--- src/rtl/lcd_arbiter.sv ---
// lcd_arbiter: HD44780 4-bit init sequencer with round-robin arbitration of two byte requesters
module lcd_arbiter #(
    parameter int E_HIGH_CYC = 12,
    parameter int SHORT_CYC  = 2000,
    parameter int LONG_CYC   = 80000,
    parameter int PWRUP_CYC  = 800000
) (
    input  logic       refclk,
    input  logic       reset,
    input  logic       req0_valid,
    input  logic       req0_rs,
    input  logic [7:0] req0_data,
    output logic       req0_ready,
    input  logic       req1_valid,
    input  logic       req1_rs,
    input  logic [7:0] req1_data,
    output logic       req1_ready,
    output logic [3:0] lcd_dq,
    output logic       lcd_rs,
    output logic       lcd_e,
    output logic       init_done,
    output logic       busy
);
    localparam int MAX_A = E_HIGH_CYC > SHORT_CYC ? E_HIGH_CYC : SHORT_CYC;
    localparam int MAX_B = LONG_CYC > PWRUP_CYC ? LONG_CYC : PWRUP_CYC;
    localparam int MAX_C = MAX_A > MAX_B ? MAX_A : MAX_B;
    localparam int CW = $clog2(MAX_C + 1);
    localparam logic [CW-1:0] E_LAST = CW'(E_HIGH_CYC - 1);
    localparam logic [CW-1:0] S_LAST = CW'(SHORT_CYC - 1);
    localparam logic [CW-1:0] L_LAST = CW'(LONG_CYC - 1);
    localparam logic [CW-1:0] P_LAST = CW'(PWRUP_CYC - 1);

    typedef enum logic [2:0] {PWRUP, INIT, IDLE, SETUP, EHIGH, HOLD, NGAP, BGAP} state_t;

    state_t        state_q;
    logic [CW-1:0] cnt_q;
    logic [2:0]    step_q;
    logic [7:0]    byte_q;
    logic          rs_q;
    logic          single_q;
    logic          lo_q;
    logic          last_q;
    logic          init_done_q;
    logic          lcd_e_q;
    logic          lcd_rs_q;
    logic [3:0]    lcd_dq_q;

    logic          grant0;
    logic          grant1;
    logic [7:0]    sel_data;
    logic          sel_rs;
    logic          long_gap;
    logic [CW-1:0] gap_last;
    logic [7:0]    nxt_init;

    // Init items 0..3 are single nibbles (kept in the high half), 4..7 full command bytes
    function automatic logic [7:0] init_tab(input logic [2:0] s);
        return s < 3'd3 ? 8'h30 : s == 3'd3 ? 8'h20 : s == 3'd4 ? 8'h28 :
               s == 3'd5 ? 8'h0C : s == 3'd6 ? 8'h01 : 8'h06;
    endfunction

    assign grant0   = state_q == IDLE && init_done_q && req0_valid && (!req1_valid || last_q);
    assign grant1   = state_q == IDLE && init_done_q && req1_valid && (!req0_valid || !last_q);
    assign sel_data = grant0 ? req0_data : req1_data;
    assign sel_rs   = grant0 ? req0_rs : req1_rs;
    assign long_gap = (!init_done_q && step_q == 3'd0) ||
                      (!rs_q && !single_q && byte_q inside {8'h01, 8'h02, 8'h03});
    assign gap_last = long_gap ? L_LAST : S_LAST;
    assign nxt_init = init_tab(step_q + 3'd1);

    assign req0_ready = grant0;
    assign req1_ready = grant1;
    assign lcd_dq     = lcd_dq_q;
    assign lcd_rs     = lcd_rs_q;
    assign lcd_e      = lcd_e_q;
    assign init_done  = init_done_q;
    assign busy       = state_q != IDLE;

    // Sequencer: data/RS only change on entry to INIT/SETUP, where E is already low
    always_ff @(posedge refclk) begin
        if (reset) begin
            state_q     <= PWRUP;
            cnt_q       <= '0;
            step_q      <= '0;
            byte_q      <= '0;
            rs_q        <= 1'b0;
            single_q    <= 1'b0;
            lo_q        <= 1'b0;
            last_q      <= 1'b1;
            init_done_q <= 1'b0;
            lcd_e_q     <= 1'b0;
            lcd_rs_q    <= 1'b0;
            lcd_dq_q    <= '0;
        end else begin
            case (state_q)
                PWRUP: begin
                    if (cnt_q == P_LAST) begin
                        cnt_q    <= '0;
                        byte_q   <= 8'h30;
                        single_q <= 1'b1;
                        rs_q     <= 1'b0;
                        lo_q     <= 1'b0;
                        lcd_rs_q <= 1'b0;
                        lcd_dq_q <= 4'h3;
                        state_q  <= INIT;
                    end else begin
                        cnt_q <= cnt_q + CW'(1);
                    end
                end
                INIT, SETUP: begin
                    lcd_e_q <= 1'b1;
                    cnt_q   <= '0;
                    state_q <= EHIGH;
                end
                EHIGH: begin
                    if (cnt_q == E_LAST) begin
                        cnt_q   <= '0;
                        lcd_e_q <= 1'b0;
                        state_q <= HOLD;
                    end else begin
                        cnt_q <= cnt_q + CW'(1);
                    end
                end
                HOLD: begin
                    cnt_q   <= '0;
                    state_q <= (single_q || lo_q) ? BGAP : NGAP;
                end
                NGAP: begin
                    if (cnt_q == E_LAST) begin
                        cnt_q    <= '0;
                        lo_q     <= 1'b1;
                        lcd_dq_q <= byte_q[3:0];
                        state_q  <= SETUP;
                    end else begin
                        cnt_q <= cnt_q + CW'(1);
                    end
                end
                BGAP: begin
                    if (cnt_q == gap_last) begin
                        cnt_q <= '0;
                        lo_q  <= 1'b0;
                        if (init_done_q || step_q == 3'd7) begin
                            init_done_q <= 1'b1;
                            state_q     <= IDLE;
                        end else begin
                            step_q   <= step_q + 3'd1;
                            byte_q   <= nxt_init;
                            single_q <= step_q < 3'd3;
                            lcd_dq_q <= nxt_init[7:4];
                            state_q  <= INIT;
                        end
                    end else begin
                        cnt_q <= cnt_q + CW'(1);
                    end
                end
                IDLE: begin
                    if (grant0 || grant1) begin
                        byte_q   <= sel_data;
                        rs_q     <= sel_rs;
                        single_q <= 1'b0;
                        lo_q     <= 1'b0;
                        last_q   <= grant1;
                        lcd_rs_q <= sel_rs;
                        lcd_dq_q <= sel_data[7:4];
                        state_q  <= SETUP;
                    end
                end
                default: state_q <= PWRUP;
            endcase
        end
    end
endmodule

--- config.mk ---
export PLATFORM = sky130hd
export DESIGN_NAME = lcd_arbiter
export DESIGN_NICKNAME = d
export VERILOG_FILES = /design/src/rtl/lcd_arbiter.sv
export SDC_FILE = /design/constraint.sdc
export NUM_CORES = 1
export LEC_CHECK = 0
export ABC_AREA = 1
export BUFFER_PORTS_ARGS = -buffer_cell sky130_fd_sc_hd__buf_2
export CAP_MARGIN = 20
export CORE_UTILIZATION = 50
export CTS_BUF_LIST = sky130_fd_sc_hd__clkbuf_4
export DETAILED_ROUTE_END_ITERATION = 10
export GPL_TIMING_DRIVEN = 0
export PLACE_DENSITY = 0.74
export SETUP_SLACK_MARGIN = 0.3
export SLEW_MARGIN = 20
export SYNTH_ARGS = -nofsm -noshare
export SYNTH_HDL_FRONTEND = slang
export SYNTH_SLANG_ARGS = --single-unit
--- constraint.sdc ---
create_clock -name refclk -period 1.8 [get_ports refclk]
set_input_delay 0.36 -clock refclk [delete_from_list [all_inputs] [get_ports refclk]]
set_output_delay 0.36 -clock refclk [all_outputs]
set_load 0.005 [all_outputs]
# After elaboration in Yosys (flattened, before gate mapping)
# Index checks and enable logic that the tools add are counted.
# Widths: inputs -> output; s select.
dict set report totals {
  ff_bits 44
  output_inout_bits 10
  word_cells 125
}
dict set report op_classes {
  add_sub_neg 2
  n_lt_le_gt_ge 2
  n_eq_ne 25
  mux 44
  bitwise_logic 1
  reduce_logical 40
}
# op count
set op_table {}
lappend op_table {{$pmux 20 s4} 1}
lappend op_table {{$mux 20} 3}
lappend op_table {{$mux 8} 5}
lappend op_table {{$eq 3x3->1 const B} 8}
lappend op_table {{$mux 4} 6}
lappend op_table {{$pmux 8 s3} 1}
lappend op_table {{$pmux 3 s7} 1}
lappend op_table {{$add 20x1->20 const B} 1}
lappend op_table {{$eq 20x17->1} 1}
lappend op_table {{$eq 20x20->1 const B} 1}
lappend op_table {{$eq 20x4->1 const B} 1}
lappend op_table {{$mux 3} 6}
lappend op_table {{$mux 6} 3}
lappend op_table {{$mux 17} 1}
lappend op_table {{$eq 8x2->1 const B} 2}
lappend op_table {{$pmux 4 s4} 1}
lappend op_table {{$reduce_and 5->1} 3}
lappend op_table {{$mux 1} 11}
lappend op_table {{$ne 2x2->1 const B} 5}
lappend op_table {{$eq 3x2->1 const B} 3}
lappend op_table {{$reduce_and 3->1} 3}
lappend op_table {{$eq 8x1->1 const B} 1}
lappend op_table {{$logic_and 1x1->1} 8}
lappend op_table {{$reduce_bool 4->1} 2}
lappend op_table {{19 further kinds} 36}

# Depth between registers and ports, before layout
dict set report depth {
  word_depth 10
  ltp_mapped 15
  mapped_depth_nobuf 14
}

# Worst setup path before layout
# OpenSTA, ideal clock, no wires.
dict set report synth_timing {
  path_kind {reg2reg}
  startpoint {register step_q[0]}
  endpoint {register cnt_q[0]}
  setup_time_ps 116
  arrival_time_ps 1646
  slack_ps 38
  stages_incl_launch_ff 16
  n_path_buf 1
  period_less_slack_ps 1762
  cell_sequence {dfxtp_1 inv_1 ha_1 nand3_1 nand2_1 nor2_1 nand2_1 nand2_1 nand3_2 nand2_4 nand2_2 buf_6 nand2_2 nand2_1 o211ai_1 inv_1}
}
dict set report synth_via {
  elab_chain_cells 7
}
# item line
set synth_lines {}
lappend synth_lines {{start, declared} 37} ;# logic [2:0] step_q;
lappend synth_lines {{start signal, assigned} 146} ;# step_q <= step_q + 3'd1;
lappend synth_lines {{$logic_not 3->1} 66} ;# assign long_gap = (!init_done_q && step_q == 3'd0) ||
lappend synth_lines {{$logic_and 1x1->1} 66}
lappend synth_lines {{$logic_or 1x1->1} 66}
lappend synth_lines {{$mux 17} 68} ;# assign gap_last = long_gap ? L_LAST : S_LAST;
lappend synth_lines {{$eq 20x17->1} 139} ;# if (cnt_q == gap_last) begin
lappend synth_lines {{$mux 20} 139}
lappend synth_lines {{$pmux 20 s4} 95} ;# case (state_q)
lappend synth_lines {{end signal, assigned} 107} ;# cnt_q <= cnt_q + CW'(1);
lappend synth_lines {{end signal, assigned} 135} ;# cnt_q <= cnt_q + CW'(1);
lappend synth_lines {{end signal, assigned} 153} ;# cnt_q <= cnt_q + CW'(1);
lappend synth_lines {{end, declared} 36} ;# logic [CW-1:0] cnt_q;
# No other way between the ends.
# A chain may end at the register's enable or synchronous reset.

# Final worst setup path
dict set report layout_timing {
  startpoint {register step_q[0]}
  endpoint {register lcd_dq_q[1] (netlist: lcd_dq[1])}
}
dict set report layout_via {
  elab_chain_cells 8
  elab_cells_between_ends 20
}
# item line
set layout_lines {}
lappend layout_lines {{$add 3x1->3} 69} ;# assign nxt_init = init_tab(step_q + 3'd1);
lappend layout_lines {{$eq 3x3->1} 58} ;# return s < 3'd3 ? 8'h30 : s == 3'd3 ? 8'h20 : s == 3'd4 ? 8'h28 :
lappend layout_lines {{$mux 6 (3 in a row)} 58}
lappend layout_lines {{$mux 4} 142} ;# if (init_done_q || step_q == 3'd7) begin
lappend layout_lines {{$mux 4} 139}
lappend layout_lines {{$pmux 4 s4} 95}
lappend layout_lines {{end signal, assigned} 132} ;# lcd_dq_q <= byte_q[3:0];
lappend layout_lines {{end signal, assigned} 149} ;# lcd_dq_q <= nxt_init[7:4];
lappend layout_lines {{end signal, assigned} 164} ;# lcd_dq_q <= sel_data[7:4];
lappend layout_lines {{end, declared} 46} ;# logic [3:0] lcd_dq_q;
# Parallel ways exist; a longest one is shown, timed or not. The select of a mux whose other input is x is not followed.

==> flow_metrics.py <==
metrics = {
    "sta": {
        "period_share": 1.16,
        "fin_ws_ns": -0.285,
        "setup_viol": 43,
        "fin_crit_ns": 2.08,
        "clock_skew_ns": 0.0237,
        "slew_headroom": 0.373,
        "finalHoldViolCount": 0,
        "rsz0062_at_grt": "true",
        "drv_slew": 0,
        "clock.fmax_mhz": 480,
        "tightest_slew_ns": 0.940,
    },
    "min_path": {
        "whs_path_depth": 3,
        "min_path_type": "input port to register",
    },
    "worst_setup_path": {
        "timing_worst_setup_path_type": "register to register",
        "path_cells": "ha_1 > ha_4 > inv_2 > a21oi_2 > o21ai_1 > nand2_1 > a31oi_2 > nand3_1 > a21oi_2 > nor2_1",
        "crit_cells": 10,
        "reg2reg_slack_ns": -0.28,
        "endpoint": "lcd_dq[1]$_SDFFE_PP0P_",
        "critPathLaunch": "step_q[0]$_SDFFE_PP0P_",
        "crit_family": "compound AO/OA/AOI/OAI gates",
        "required_ns": 2.11,
        "start_kind": "register",
        "slowest_stage": "dfxtp_4",
        "rr_endpoint": "lcd_dq[1]$_SDFFE_PP0P_",
        "endpoint_kind": "register",
        "cp.buffers_inverters": 1,
        "max_stage_delay_ns": 0.39,
        "reg2reg_from": "step_q[0]$_SDFFE_PP0P_",
        "crit_top_cell": "a21oi_2",
        "r2r_cells": 10,
        "critPathMaxFanout": 4,
        "worstPathArrival_ns": 2.39,
    },
    "route": {
        "antenna_left": 0,
        "wl_per_cell_um": 19.0,
        "drcViolationCount": 0,
        "viasPerCell": 6.27,
        "routed_wirelength_um": 11700,
        "num_vias": 3847,
        "drt_pre_antenna_iters": 8,
        "drt_iter0_markers": 431,
    },
    "place": {
        "dp_hpwl_um": 5870,
        "io_buffers": 30,
        "place_ws_ns": -0.149,
        "gp_congestion": 0.960,
        "dp.cells": 555,
    },
    "logic_synthesis": {
        "async_flop_share": 0,
        "synth_compound_area_frac": 0.115,
        "synth_top_area_frac": 0.294,
        "synth_cell_type_count": 42,
        "synth_area_leaders": "dfxtp_1, nand2_1, nand3_1, nor2_1, a21oi_1",
        "synth_edf_count": 0,
        "synthMuxAreaShare": 0,
        "synth_common_cells": "nand2_1, nor2_1, dfxtp_1",
        "yosys_warnings": 0,
        "synthXorXnorAreaFrac": 0.0322,
        "synth_top_family_by_area": "simple AND/OR/NAND/NOR gates",
        "ys_seq_area_frac": 0.294,
        "yosysMostFrequentCell": "nand2_1",
        "synthAdderAreaFrac": 0.0334,
        "synth_top_flop_cell": "dfxtp_1",
        "yosys.area.top_type": "dfxtp_1",
        "syn_area_um2": 2990,
        "syn_nets": 483,
        "synthSimpleGateAreaFrac": 0.431,
        "synthCells": 453,
        "synth_seq_cells": 44,
        "synth_area_per_cell_um2": 6.61,
    },
    "clocking": {
        "hold_buffers": 0,
        "cts_tree": "done",
        "cts_made_buffers": 5,
        "cts.sinks": 44,
        "clk-insertion-delay-late_ns": 0.38,
        "path_clk_slew_ns": 0.17,
        "htreeDepth": 2,
        "clock-root-buffer": "clkbuf_4",
        "max-clock-path-buffers": 2,
    },
    "cells_and_area": {
        "final_nets": 571,
        "drive_gt1_frac": 0.450,
        "diodes": 0,
        "area_delta_synth_final_pct": 47.3,
        "stdcell_count": 614,
        "num-fill-cells": 356,
    },
    "global_route": {
        "track_usage": 0.301,
        "grt_overflow": 0,
        "antenna_found_initial": 0,
        "grt_pass1_vias": 3008,
        "grt_max_degree": 16,
        "grt_pass1_wl_um": 14500,
    },
    "die": {
        "start_util": 0.531,
        "coreArea_um2": 5640,
        "die_w_um": 79.4,
        "rows": 27,
        "dieArea_um2": 6300,
        "ios": 32,
        "fp.dieH_um": 79.4,
    },
    "run": {
        "cap_violations": 0,
    },
    "status": {
        "status": "complete, but fails checks",
        "violations": "setup timing",
    },
    "power": {
        "vdd_drop_max_mv": 0.839,
        "leakagePower_nw": 1.83,
        "power.total_w": 0.00435,
        "power_density_nw_per_um2": 987,
    },
}
## flip-flops by register name (all words and copies together), names as in the netlist, 3 cells and up
register	flops
cnt_q	20
lcd_dq	4
byte_q	8
state_q	3
step_q	3
## worst min-delay path, delay by kind of cell
family	cells	cell delay [ns]
AO/OA/AOI/OAI	2	0.21
buffers and inverters	1	0.09
## logic make-up after synthesis
family,Yosys count
and+or+nand+nor,265
buffers and inverters,63
AOI/OAI and AO/OA,62
DFF,44
xor gates and xnor gates,11
adders and majority gates,8
## power breakdown
group          internal, W  switching (W)  leakage [nW]
sequential         0.00112       0.000105         0.370
combinational      0.00109        0.00151          1.43
clock             0.000154       0.000378        0.0274
total              0.00236        0.00199          1.83
## timing repair
item,in CTS,in global routing
setup endpoints to repair,45,47
pin swaps,17,26
endpoints found under the hold margin,0,0
cloned,2,1
setup buffers,32,16
resized for setup,65,120
## layout by cell type (no fill, tap or decap), types with 3 or more instances in the layout
cell type and n:
dfxtp_1 23, buf_2 29, buf_4 40, a21oi_2 21, inv_4 4, nand2_8 4
o21ai_1 6, xor2_1 8, a21oi_1 17, nand2_4 11, inv_2 5, o21ai_0 3
clkbuf_1 4, clkbuf_4 5, nand2_2 20, nand4_1 15, nor3_1 11, inv_1 36
dfxtp_4 10, nor2_4 9, nand3_4 6, nand3_2 9, nor2_1 37, nor3_4 4
dfxtp_2 11, ha_4 3, nor2_2 9, ha_1 5, buf_8 4, xnor2_1 3
buf_6 13, nand3_1 28, nand2_1 90
## per-layer routing
metal / track usage / wire [µm] / up-vias
met3: 0.0503 / 1150 / 111
met1: 0.425 / 4420 / 1740
met2: 0.454 / 5290 / 326
li1: - / - / 1670
met4: 0.115 / 809 / 0
met5: 0 / 0 / -
## final cells by class
cell class | count | area, µm² | area share
Clock buffer | 5 | 37.5 | 0.00851
Clock inverter | 3 | 23.8 | 0.00539
Buffer | 16 | 148 | 0.0335
Inverter | 47 | 200 | 0.0454
Multi-Input combinational cell | 346 | 2340 | 0.530
Tap cell | 72 | 90.1 | 0.0204
Timing Repair Buffer | 81 | 643 | 0.146
Sequential cell | 44 | 932 | 0.211
## how the worst min path moves through the flow
stage,endpoint,slack (ns),start
final,lcd_rs$_SDFFE_PP0P_,0.33,req0_rs
after CTS,lcd_rs$_SDFFE_PP0P_,0.26,req0_rs
after floorplan,lo_q$_SDFFE_PP0P_,0.44,lo_q$_SDFFE_PP0P_
after global routing,lcd_rs$_SDFFE_PP0P_,0.35,req0_rs
after global placement,byte_q[5]$_SDFFE_PP0P_,0.45,byte_q[5]$_SDFFE_PP0P_
after detailed placement,byte_q[5]$_SDFFE_PP0P_,0.46,byte_q[5]$_SDFFE_PP0P_
## metrics by stage
| step | TNS, ns | hold WS, ns | util | area [µm²] |
|---|---|---|---|---|
| global route | -7.64 | 0.348 | 0.782 | 4410 |
| CTS | -1.05 | 0.257 | 0.682 | 3850 |
| detailed placement | -3.33 | 0.456 | 0.583 | 3290 |
| global placement | -3.46 | 0.454 | 0.583 | 3290 |
| finish | -6.12 | 0.328 | 0.782 | 4410 |
| floorplan | 0 | 0.439 | - | 3050 |
(Power assumes the default switching activity.)
